--- config.mk ---
export PLATFORM = sky130hd
export DESIGN_NAME = hazard_stall_ctrl
export DESIGN_NICKNAME = d
export VERILOG_FILES = /design/src/rtl/hazard_pkg.sv /design/src/rtl/load_use_cmp.sv /design/src/rtl/hazard_stall_ctrl.sv
export SDC_FILE = /design/constraint.sdc
export NUM_CORES = 1
export LEC_CHECK = 0
export ABC_AREA = 0
export BUFFER_PORTS_ARGS = -buffer_cell sky130_fd_sc_hd__buf_4
export CORE_UTILIZATION = 30
export DETAILED_ROUTE_END_ITERATION = 16
export MAX_ROUTING_LAYER = met4
export SLEW_MARGIN = 20
export SYNTH_ARGS = -nofsm -noshare
export SYNTH_HDL_FRONTEND = slang
export SYNTH_SLANG_ARGS = --single-unit
--- constraint.sdc ---
create_clock -name CLOCK -period 2.7 [get_ports CLOCK]
set_input_delay 0.27 -clock CLOCK [delete_from_list [all_inputs] [get_ports CLOCK]]
set_output_delay 0.27 -clock CLOCK [all_outputs]
set_load 0.02 [all_outputs]
--- src/rtl/hazard_pkg.sv ---
// Shared definitions for the hazard/stall controller: FSM state encodings,
// multiply-latency bounds, counter width and the NOP instruction word.
package hazard_pkg;

    typedef enum logic [1:0] {
        ST_RUN      = 2'b00,
        ST_LD_STALL = 2'b01,
        ST_MUL_BUSY = 2'b10,
        ST_ILLEGAL  = 2'b11
    } state_t;

    localparam int          MUL_LAT_MIN = 1;
    localparam int          MUL_LAT_MAX = 16;
    localparam int          MCNT_W      = 4;
    localparam logic [15:0] NOP_INSTR   = 16'h0000;

endpackage

--- src/rtl/load_use_cmp.sv ---
// Load-use hazard comparator: the EX-stage load writes a register that the
// decode-stage instruction reads. r0 is hardwired and never a hazard.
module load_use_cmp #(
    parameter int REG_W = 4
) (
    input  logic [REG_W-1:0] i_op1_buf1,
    input  logic [REG_W-1:0] i_op2_buf1,
    input  logic             i_uses_op2,
    input  logic [REG_W-1:0] i_dest_buf2,
    input  logic             i_regwr_buf2,
    input  logic             i_memrd_buf2,
    output logic             o_lu
);

    logic w_is_load;
    logic w_dest_nz;
    logic w_hit_op1;
    logic w_hit_op2;

    assign w_is_load = i_memrd_buf2 & i_regwr_buf2;
    assign w_dest_nz = |i_dest_buf2;
    assign w_hit_op1 = (i_dest_buf2 == i_op1_buf1);
    assign w_hit_op2 = i_uses_op2 & (i_dest_buf2 == i_op2_buf1);
    assign o_lu      = w_is_load & w_dest_nz & (w_hit_op1 | w_hit_op2);

endmodule

--- src/rtl/hazard_stall_ctrl.sv ---
// Pipeline sequencing controller: load-use stall, multi-cycle multiply hold
// and taken-branch flush. Optional stall counter under `HAZ_STATS_EN.
module hazard_stall_ctrl
    import hazard_pkg::*;
#(
    parameter int REG_W   = 4,
    parameter int MUL_LAT = 4,
    parameter int CNT_W   = 16
) (
    input  logic             CLOCK,
    input  logic             in_rst,
    input  logic [REG_W-1:0] in_op1_buf1,
    input  logic [REG_W-1:0] in_op2_buf1,
    input  logic             in_uses_op2,
    input  logic [REG_W-1:0] in_dest_buf2,
    input  logic             in_regwr_buf2,
    input  logic             in_memrd_buf2,
    input  logic             in_mul_buf2,
    input  logic             in_br_taken,
    output logic             out_pc_en,
    output logic             out_buf1_en,
    output logic             out_buf2_en,
    output logic             out_flush1,
    output logic             out_bubble2,
    output logic             out_bubble3,
`ifdef HAZ_STATS_EN
    output logic [CNT_W-1:0] out_stall_cnt,
`endif
    output logic [1:0]       out_state
);

    generate
        if (MUL_LAT < MUL_LAT_MIN || MUL_LAT > MUL_LAT_MAX || CNT_W < 1) begin : g_bad_param
            $error("hazard_stall_ctrl: parameter out of range");
        end
    endgenerate

    // Multiply trigger cycle counts as one EX cycle, release cycle as another.
    localparam logic [MCNT_W-1:0] MCNT_INIT =
        (MUL_LAT > 1) ? MCNT_W'(MUL_LAT - 2) : '0;
    localparam logic MUL_STALLS = (MUL_LAT > 1);

    state_t            r_state;
    state_t            w_state_nxt;
    logic [MCNT_W-1:0] r_mcnt;
    logic [MCNT_W-1:0] w_mcnt_nxt;
    logic              w_lu;
    logic              w_pc_en;
    logic              w_buf1_en;
    logic              w_buf2_en;
    logic              w_flush1;
    logic              w_bubble2;
    logic              w_bubble3;

    load_use_cmp #(.REG_W(REG_W)) u_load_use_cmp (
        .i_op1_buf1   (in_op1_buf1),
        .i_op2_buf1   (in_op2_buf1),
        .i_uses_op2   (in_uses_op2),
        .i_dest_buf2  (in_dest_buf2),
        .i_regwr_buf2 (in_regwr_buf2),
        .i_memrd_buf2 (in_memrd_buf2),
        .o_lu         (w_lu)
    );

    always_ff @(posedge CLOCK or negedge in_rst) begin
        if (!in_rst) begin
            r_state <= ST_RUN;
            r_mcnt  <= '0;
        end else begin
            r_state <= w_state_nxt;
            r_mcnt  <= w_mcnt_nxt;
        end
    end

    always_comb begin
        w_state_nxt = r_state;
        w_mcnt_nxt  = r_mcnt;
        w_pc_en     = 1'b1;
        w_buf1_en   = 1'b1;
        w_buf2_en   = 1'b1;
        w_flush1    = 1'b0;
        w_bubble2   = 1'b0;
        w_bubble3   = 1'b0;
        case (r_state)
            ST_RUN: begin
                if (in_br_taken) begin
                    w_flush1  = 1'b1;
                    w_bubble2 = 1'b1;
                end else if (in_mul_buf2 && MUL_STALLS) begin
                    w_pc_en     = 1'b0;
                    w_buf1_en   = 1'b0;
                    w_buf2_en   = 1'b0;
                    w_bubble3   = 1'b1;
                    w_mcnt_nxt  = MCNT_INIT;
                    w_state_nxt = ST_MUL_BUSY;
                end else if (w_lu) begin
                    w_pc_en     = 1'b0;
                    w_buf1_en   = 1'b0;
                    w_bubble2   = 1'b1;
                    w_state_nxt = ST_LD_STALL;
                end
            end
            ST_LD_STALL: begin
                w_state_nxt = ST_RUN;
            end
            ST_MUL_BUSY: begin
                if (r_mcnt != '0) begin
                    w_pc_en    = 1'b0;
                    w_buf1_en  = 1'b0;
                    w_buf2_en  = 1'b0;
                    w_bubble3  = 1'b1;
                    w_mcnt_nxt = r_mcnt - 1'b1;
                end else begin
                    w_state_nxt = ST_RUN;
                end
            end
            default: begin
                w_state_nxt = ST_RUN;
                w_mcnt_nxt  = '0;
            end
        endcase
    end

    // Reset forces every control low combinationally, not just the state.
    assign out_pc_en   = in_rst & w_pc_en;
    assign out_buf1_en = in_rst & w_buf1_en;
    assign out_buf2_en = in_rst & w_buf2_en;
    assign out_flush1  = in_rst & w_flush1;
    assign out_bubble2 = in_rst & w_bubble2;
    assign out_bubble3 = in_rst & w_bubble3;
    assign out_state   = in_rst ? r_state : ST_RUN;

`ifdef HAZ_STATS_EN
    logic [CNT_W-1:0] r_stall_cnt;

    always_ff @(posedge CLOCK or negedge in_rst) begin
        if (!in_rst) begin
            r_stall_cnt <= '0;
        end else if (!w_pc_en && (r_stall_cnt != {CNT_W{1'b1}})) begin
            r_stall_cnt <= r_stall_cnt + 1'b1;
        end
    end

    assign out_stall_cnt = r_stall_cnt;
`endif

endmodule

---- Word-level counts from Yosys, hierarchy flattened ----
Cells that the tools add are included.
cells by class
  add/subtract/negate cells ............... 1
  equality and inequality tests ........... 9
  mux-type cells .......................... 28
  bitwise gates (word level) .............. 11
  reduce and logical (&&, ||, !) cells .... 5
operators with widths
  kind                 number
  $mux 1               15
  $mux 4               3
  $pmux 4 s3           1
  $mux 2               5
  $and 1x1->1          9
  $eq 4x4->1           2
  $ne 2x2->1 const B   4
  $pmux 1 s2           3
  $pmux 2 s2           1
  $reduce_and 4->1     1
  $reduce_bool 4->1    1
  $reduce_or 4->1      1
  $sub 4x1->4 const B  1
  $ne 3x2->1 const B   1
  $reduce_and 3->1     1
  $eq 2x1->1 const B   1
  $eq 2x2->1 const B   1
  $logic_not 2->1      1
  $not 1->1            1
  $or 1x1->1           1
word-level totals
  flip-flop bits (word level) ............. 6
  bits of input ports ..................... 19
  output and inout bits ................... 8
  word-level logic and storage cells ...... 56

---- Longest topological paths before layout ----
Gate-level depths: netlist of the first run.
  word-level depth ........................ 9
  gate-level depth with buffers ........... 7
  depth with buffers taken out ............ 6

---- Cells and area by module ----
A second synthesis of the first run with hierarchy kept.
second synthesis, totals
  cell total of the unflattened synthesis .. 63
  area, all modules ....................... 534.3 µm²
by module, submodules not included
  module             times used  cells each  area each (µm²)  sequential area each (µm²)
  hazard_stall_ctrl  1           48          422.9            150.1
  load_use_cmp       1           15          111.4            0.0

---- Least setup slack after synthesis of the first run ----
OpenSTA, ideal clock, no wires.
  path type ............................... reg-to-output
  from .................................... register r_mcnt[0]
  to ...................................... output out_pc_en
  arrival time ............................ 1.641 ns
  data required time ...................... 2.430 ns
  slack ................................... 0.789 ns
  cell stages (with the launch flop) ...... 8
  path buffers ............................ 1
  path through ............................ dfrtp_1 inv_1 ha_1 or3b_1 nand2_1 a21o_1 a22o_1 buf_4
between the ends
  word-level cells in the longest chain between the ends .. 4
RTL lines
  element                 line                      RTL
  start, declared         hazard_stall_ctrl.sv:45   logic [MCNT_W-1:0] r_mcnt;
  start signal, assigned  hazard_stall_ctrl.sv:71   r_mcnt <= w_mcnt_nxt;
  $reduce_bool 4->1       hazard_stall_ctrl.sv:107  if (r_mcnt != '0) begin
  $mux 1                  -
  $pmux 1 s2              -
  $and 1x1->1             -
  end, declared           hazard_stall_ctrl.sv:20   output logic out_pc_en,
No other way between the ends.

---- Worst setup path after layout of the first run ----
  from .................................... register r_mcnt[0]
  to ...................................... output out_pc_en
between the ends
  word-level cells in the longest chain between the ends .. 4
RTL lines
  element            line                      RTL
  $reduce_bool 4->1  hazard_stall_ctrl.sv:107
  $mux 1             hazard_stall_ctrl.sv:107
  $pmux 1 s2         hazard_stall_ctrl.sv:84   case (r_state)
  $and 1x1->1        hazard_stall_ctrl.sv:125  assign out_pc_en = in_rst & w_pc_en;
No other way between the ends.

==> metrics, run 1 <==
outcome=completed; Crit-path slowest cell=dfrtp_1; Layout Nets=112; period utilization=78.02%; DR iter-0 viols=11; Die Area=0.002024 mm2; max-cap violations=0; later-pin clock latency in the skew report=240 ps; Leakage=0.0003932 uW; Fillers=180; Clock Pin Slew Worst Setup and Hold Paths=40 ps; I/O pin cnt=27; final hold viol count=0; CTS tree=built; critical path peak fanout=4; RSZ-0062 raised after global routing=false; DP Area=773.2 um2; gr usage total=14.51%; # resized after CTS=0; fin crit period=2107 ps; Slew @ Worst Pin=324.3 ps; FP Rows=15; GR Overflow Total=0; initial antenna violation count=0; Design Area, Final=805.8 um2; total power=617.3 uW; first-pass GRT wire length=2.076 mm; setup TNS=0 ps; DR DRC count=0; Inserted Clock Buffers=3; final antenna-violating net count=0; ordered cell list for the critical path=inv_1 -> ha_1 -> or3b_1 -> nand2_1 -> a21o_1 -> a22o_1 -> buf_4; setup bufs post-CTS=0; 1st-pass router iterations=4; largest net degree at the start of global routing=15; library cells used by synthesis=28; Startpoint Class=flip-flop; synth-to-layout area growth=45.37%; Initial Utilization=32.10%; Avg WL per Cell=10.27 um; Synth Instances=61; IO buf count=26; Die X=44.99 um; worst hold margin=233.2 ps; Synth top area share=27.09%; cell family with most CP delay=simple AND/OR/NAND/NOR gates; Data arrival, critical path=1840 ps; share of layout cells above drive strength 1=38.89%; die height=44.99 um; power density over cell area=766.1 mW/mm2; Vias per Instance=4.713; Slew HR=78.33%; Synth Cell Area=554.3 um2; area of the core=0.001727 mm2; CTS Buffer Depth=2; post-synthesis sequential area ratio=27.09%; Worst Path Buf+Inv=2; IR drop worst, VDD=0.0004563 V; CTS Sinks=6; number of global-route vias before repair=506; Slew Viols, Final=0; CTS Root Cell=clkbuf_4; Crit Path Class=flip-flop to output port; syn_nets=81; CP Data Required Time=2430 ps; synthesis-stage register bit count=6; Vias=542; Achievable Freq=0.4747 GHz; worst min path class=input pin to flip-flop; CP peak stage delay=410 ps; count of final setup violators=0; Ant. Diodes=0; htree depth=1; DRT Wirelength=1.181 mm; CP Capture Type=output port; Yosys warning count=0; Yosys top cell by area=dfrtp_1; Placer Congestion=0.7557; ranking of synthesized cells by area=dfrtp_1 27%, xor2_1 14%, a22o_1 6.3%; final setup skew=0.3483 ps; Synth Area per Inst=9.087 um2; Post-DP HPWL=993 um
==> registers in the layout (all words and copies together), names as in the netlist <==
register and flops:
r_mcnt 4, r_state 2
==> per-layer routing <==
| metal | share of wire, % | wire length, um | track usage, % |
|---|---|---|---|
| met3 | 4.1 | 48 | 2.400 |
| met2 | 46 | 539 | 21.16 |
| met1 | 48 | 572 | 18.52 |
| met4 | 1.6 | 19 | 9.091 |
| met5 | 0 | 0 | - |
==> cell usage after synthesis <==
| cell type | number |
|---|---|
| xor2_1 | 9 |
| dfrtp_1 | 6 |
| a22o_1 | 4 |
| nand2_1 | 4 |
| and2_1 | 3 |
| inv_1 | 3 |
| nor2_1 | 3 |
| nor3b_1 | 3 |
| nor2b_1 | 2 |
| nor3_1 | 2 |
| nor4_1 | 2 |
| nor4_2 | 2 |
| o21ai_0 | 2 |
| or3b_1 | 2 |
| a21o_1 | 1 |
| a21oi_2 | 1 |
| a22oi_1 | 1 |
| and3_1 | 1 |
| and3_2 | 1 |
| and3b_1 | 1 |
| buf_4 | 1 |
| ha_1 | 1 |
| mux2i_1 | 1 |
| nor4b_2 | 1 |
| o21a_1 | 1 |
| o311a_1 | 1 |
| or2_2 | 1 |
| xnor2_1 | 1 |
==> cell type report <==
class	instances	area, um2	area share, %
tap	25	31.28	3.882
clock buffer	3	22.52	2.795
sequential	6	150.1	18.63
timing repair buffer	27	205.2	25.47
multi-input combinational	51	385.4	47.83
inverter	3	11.26	1.398
==> final timing paths <==
check | from | to | slack, ps | depth (start not counted)
hold / removal | in_br_taken | r_state[0]$_DFFE_PN0P_ | 230 | 2
hold reg to reg | r_mcnt[1]$_DFFE_PN0P_ | r_mcnt[1]$_DFFE_PN0P_ | 520 | 2
max in group asynchronous | in_rst | r_state[0]$_DFFE_PN0P_ | 2160 | 2
setup / recovery | r_mcnt[0]$_DFFE_PN0P_ | out_pc_en | 590 | 7
setup reg to reg | r_mcnt[0]$_DFFE_PN0P_ | r_mcnt[3]$_DFFE_PN0P_ | 1170 | 6
min in group asynchronous | in_rst | r_mcnt[2]$_DFFE_PN0P_ | 400 | 2
==> cell families (layout without fill, tap and decap cells) <==
logic type / Yosys count / count (layout) / synth area share, %
AND/OR/NAND/NOR: 28 / 28 / 34.09
AO/OA/AOI/OAI: 11 / 11 / 15.58
XOR/XNOR: 10 / 10 / 15.80
flip-flops: 6 / 6 / 27.09
buffers and inverters: 4 / 33 / 3.386
adder cells (fa/ha/maj): 1 / 1 / 2.257
multiplexers: 1 / 1 / 1.806
==> stage by stage <==
step                      instances  setup WS [ps]  util (%)
after floorplan                  61          788.7         -
after global placement          111          876.0     44.78
after detailed placement        111          865.4     44.78
after CTS                       115          590.5     46.67
after global routing            115          449.8     46.67
final                           115          593.4     46.67
==> where the power goes <==
group | leakage, uW | internal, uW | switching (uW) | total (uW)
registers | 0.0000760 | 128 | 48.5 | 176
clock network | 0.0000138 | 50.1 | 29.4 | 79.4
logic | 0.000303 | 189 | 173 | 361
==> cell usage in the layout (no fill, tap or decap), types with 3 or more instances in the layout <==
cell type	count
nand2_1	4
buf_4	26
inv_1	3
a22o_1	4
clkbuf_4	3
xor2_1	9
and2_1	3
nor2_1	3
nor3b_1	3
dfrtp_1	6
==> repair_timing <==
| item | in CTS | in global routing |
|---|---|---|
| hold endpoints to repair | 6 | 0 |
| hold buffers | 1 | 0 |
| endpoints found under the setup margin | 0 | 0 |
(Power assumes the default switching activity.)
==> run 2, diff against run 1 <==
==> constraint.sdc (replaced) <==
create_clock -name CLOCK -period 2.02 [get_ports CLOCK]
set_input_delay 0.202 -clock CLOCK [delete_from_list [all_inputs] [get_ports CLOCK]]
set_output_delay 0.202 -clock CLOCK [all_outputs]
set_load 0.02 [all_outputs]
==> run 2 against run 1 <==
Net effect: power rose by 51%; clock skew rose by 1.5 ps; wire length rose by 3.7%; cell count rose by 1.7%; setup slack got worse by 520 ps; cell area rose by 5.6%; combinational power rose by 60%; via count fell by 1.7%; first-iteration DRC count fell by 82%; count of clock-buffer cells in the layout did not move.
==> metrics, run 2 (synthesis results as in run 1) <==
outcome=completed; worst min path class=input pin to flip-flop; CP Capture Type=output port; Slew Viols, Final=0 (unchanged); Slew @ Worst Pin=350.1 ps (+25.87 ps); fin crit period=1950 ps; 1st-pass router iterations=3 (-1); most frequent cells in the layout=26 x buf_4, 9 x xor2_1, 6 x dfrtp_1; GR peak layer=met2; Die Area=0.002024 mm2 (unchanged); met1 GRT Util=17.53% (-0.99 points); Achievable Freq=0.5128 GHz; max reg flops=4 (unchanged); Fillers=173 (-3.9%); fin worst setup slack=69.93 ps (-523.5 ps); GR Util met3=1.200% (-1.2 points); max-cap violations=0 (unchanged); Initial Utilization=32.10% (unchanged); Vias per Instance=4.556 (-3.3%); ordered cell list for the critical path=inv_2 -> ha_4 -> or3b_4 -> nand2_4 -> a21o_1 -> a22o_1 -> buf_6; Design Area, Final=850.8 um2 (+5.6%); final antenna-violating net count=0 (unchanged); CTS tree=built; IO buf count=26 (unchanged); number of global-route vias before repair=504 (-0.40%); met2 Use GR=21.74% (+0.58 points); final setup skew=1.825 ps (+1.477 ps); count of final setup violators=0 (unchanged); largest registers=r_mcnt x4, r_state x2; CP peak stage delay=400 ps (about the same); R2R Setup Slk=450 ps (-720 ps); period utilization=96.54%; Startpoint Class=flip-flop; Slew HR=76.61% (-1.7 points); Worst Path Buf+Inv=2 (unchanged); largest net degree at the start of global routing=15 (unchanged); area of the core=0.001727 mm2 (unchanged); Crit-path slowest cell=dfrtp_1; DR DRC count=0 (unchanged); GR Overflow Total=0 (unchanged); first-pass GRT wire length=2.014 mm (-3.0%); FP Rows=15 (unchanged); CP Data Required Time=1820 ps (-610 ps); Layout Nets=114 (+1.8%); synth-to-layout area growth=53.50%; CTS Buffer Depth=2 (unchanged); Data arrival, critical path=1750 ps (-90 ps); CTS Root Cell=clkbuf_4; I/O pin cnt=27 (unchanged); DR iter-0 viols=2 (-9); CTS Sinks=6 (unchanged); later-pin clock latency in the skew report=240 ps (about the same); die height=44.99 um (unchanged); cell family with most CP delay=simple AND/OR/NAND/NOR gates; DRT Wirelength=1.225 mm (+3.7%); Leakage=0.0004078 uW (+3.7%); commonest non-fill, non-tap cell in the layout=buf_4; critical path peak fanout=3 (-1); initial antenna violation count=0 (unchanged); DP Area=773.2 um2 (unchanged); most flop-heavy register=r_mcnt; setup TNS=0 ps (unchanged); Post-DP HPWL=975.8 um (-1.7%); IR drop worst, VDD=0.0006579 V (+44%); DP Worst Slack=261.5 ps (-603.9 ps); Crit Path Class=flip-flop to output port; Ant. Diodes=0 (unchanged); share of layout cells above drive strength 1=45.65% (+6.8 points); power density over cell area=1093 mW/mm2 (+43%); Final Util=49.28% (+2.6 points); gr usage total=14.08% (-0.43 points); htree depth=1 (unchanged); Vias=533 (-1.7%); Clock Pin Slew Worst Setup and Hold Paths=40 ps (about the same); Die X=44.99 um (unchanged); Inserted Clock Buffers=3 (unchanged); Placer Congestion=0.7560 (about the same); Avg WL per Cell=10.47 um (+2.0%); final hold viol count=0 (unchanged)
## run 2: changes by cell type in the layout (fill, tap and decap cells not counted)
cell / change
nand2_4: +1
ha_4: +1
inv_1: -2
ha_1: -1
nand2_1: -1
or3b_1: -1
buf_6: +2
or3b_4: +1
inv_2: +2
## run 2: timing repair
action	CTS	global route
setup buffers	0	2
resized for setup	1	8
endpoints found under the hold margin	6	0
pin swaps	0	2
endpoints found under the setup margin	2	4
hold buffers	1	0
## run 2: layout make-up
class | count | area [um2] | area share (%)
clock buffers | 3 | 22.52 | 2.647
multi-input cells | 51 | 407.9 | 47.94
inverters | 3 | 11.26 | 1.324
repair buffers | 29 | 227.7 | 26.76
flip-flops and latches | 6 | 150.1 | 17.65
well taps | 25 | 31.28 | 3.676
## run 2: per-stage QoR
stage          hold WS [ps]  std cells  power (uW)
5_1_grt               154.2        117        1015
2_1_floorplan        -93.59         61       575.9
3_3_place_gp          42.29        111       720.3
4_1_cts               159.3        115       840.8
3_5_place_dp          41.67        111       719.9
6_report              165.6        117       929.6
## run 2: layer usage
| layer | up-vias | share of wire [%] |
|---|---|---|
| li1 | 283 | - |
| met1 | 230 | 47 |
| met2 | 18 | 47 |
| met3 | 2 | 4.2 |
| met4 | 0 | 1.6 |
| met5 | - | 0 |
## run 2: final timing paths
| check | from | endpoint | cells after the start |
|---|---|---|---|
| max | r_mcnt[1]$_DFFE_PN0P_ | out_pc_en | 7 |
| min | in_br_taken | r_state[0]$_DFFE_PN0P_ | 2 |
| max reg2reg | r_mcnt[1]$_DFFE_PN0P_ | r_mcnt[3]$_DFFE_PN0P_ | 7 |
| min reg2reg | r_mcnt[1]$_DFFE_PN0P_ | r_mcnt[1]$_DFFE_PN0P_ | 2 |
| max in group asynchronous | in_rst | r_state[1]$_DFFE_PN0P_ | 2 |
| min in group asynchronous | in_rst | r_mcnt[2]$_DFFE_PN0P_ | 2 |
## run 2: power by group
part,total (uW),switching (uW),internal [uW]
registers,246,75.3,171
clock network,107,40.1,67.0
logic,576,261,315
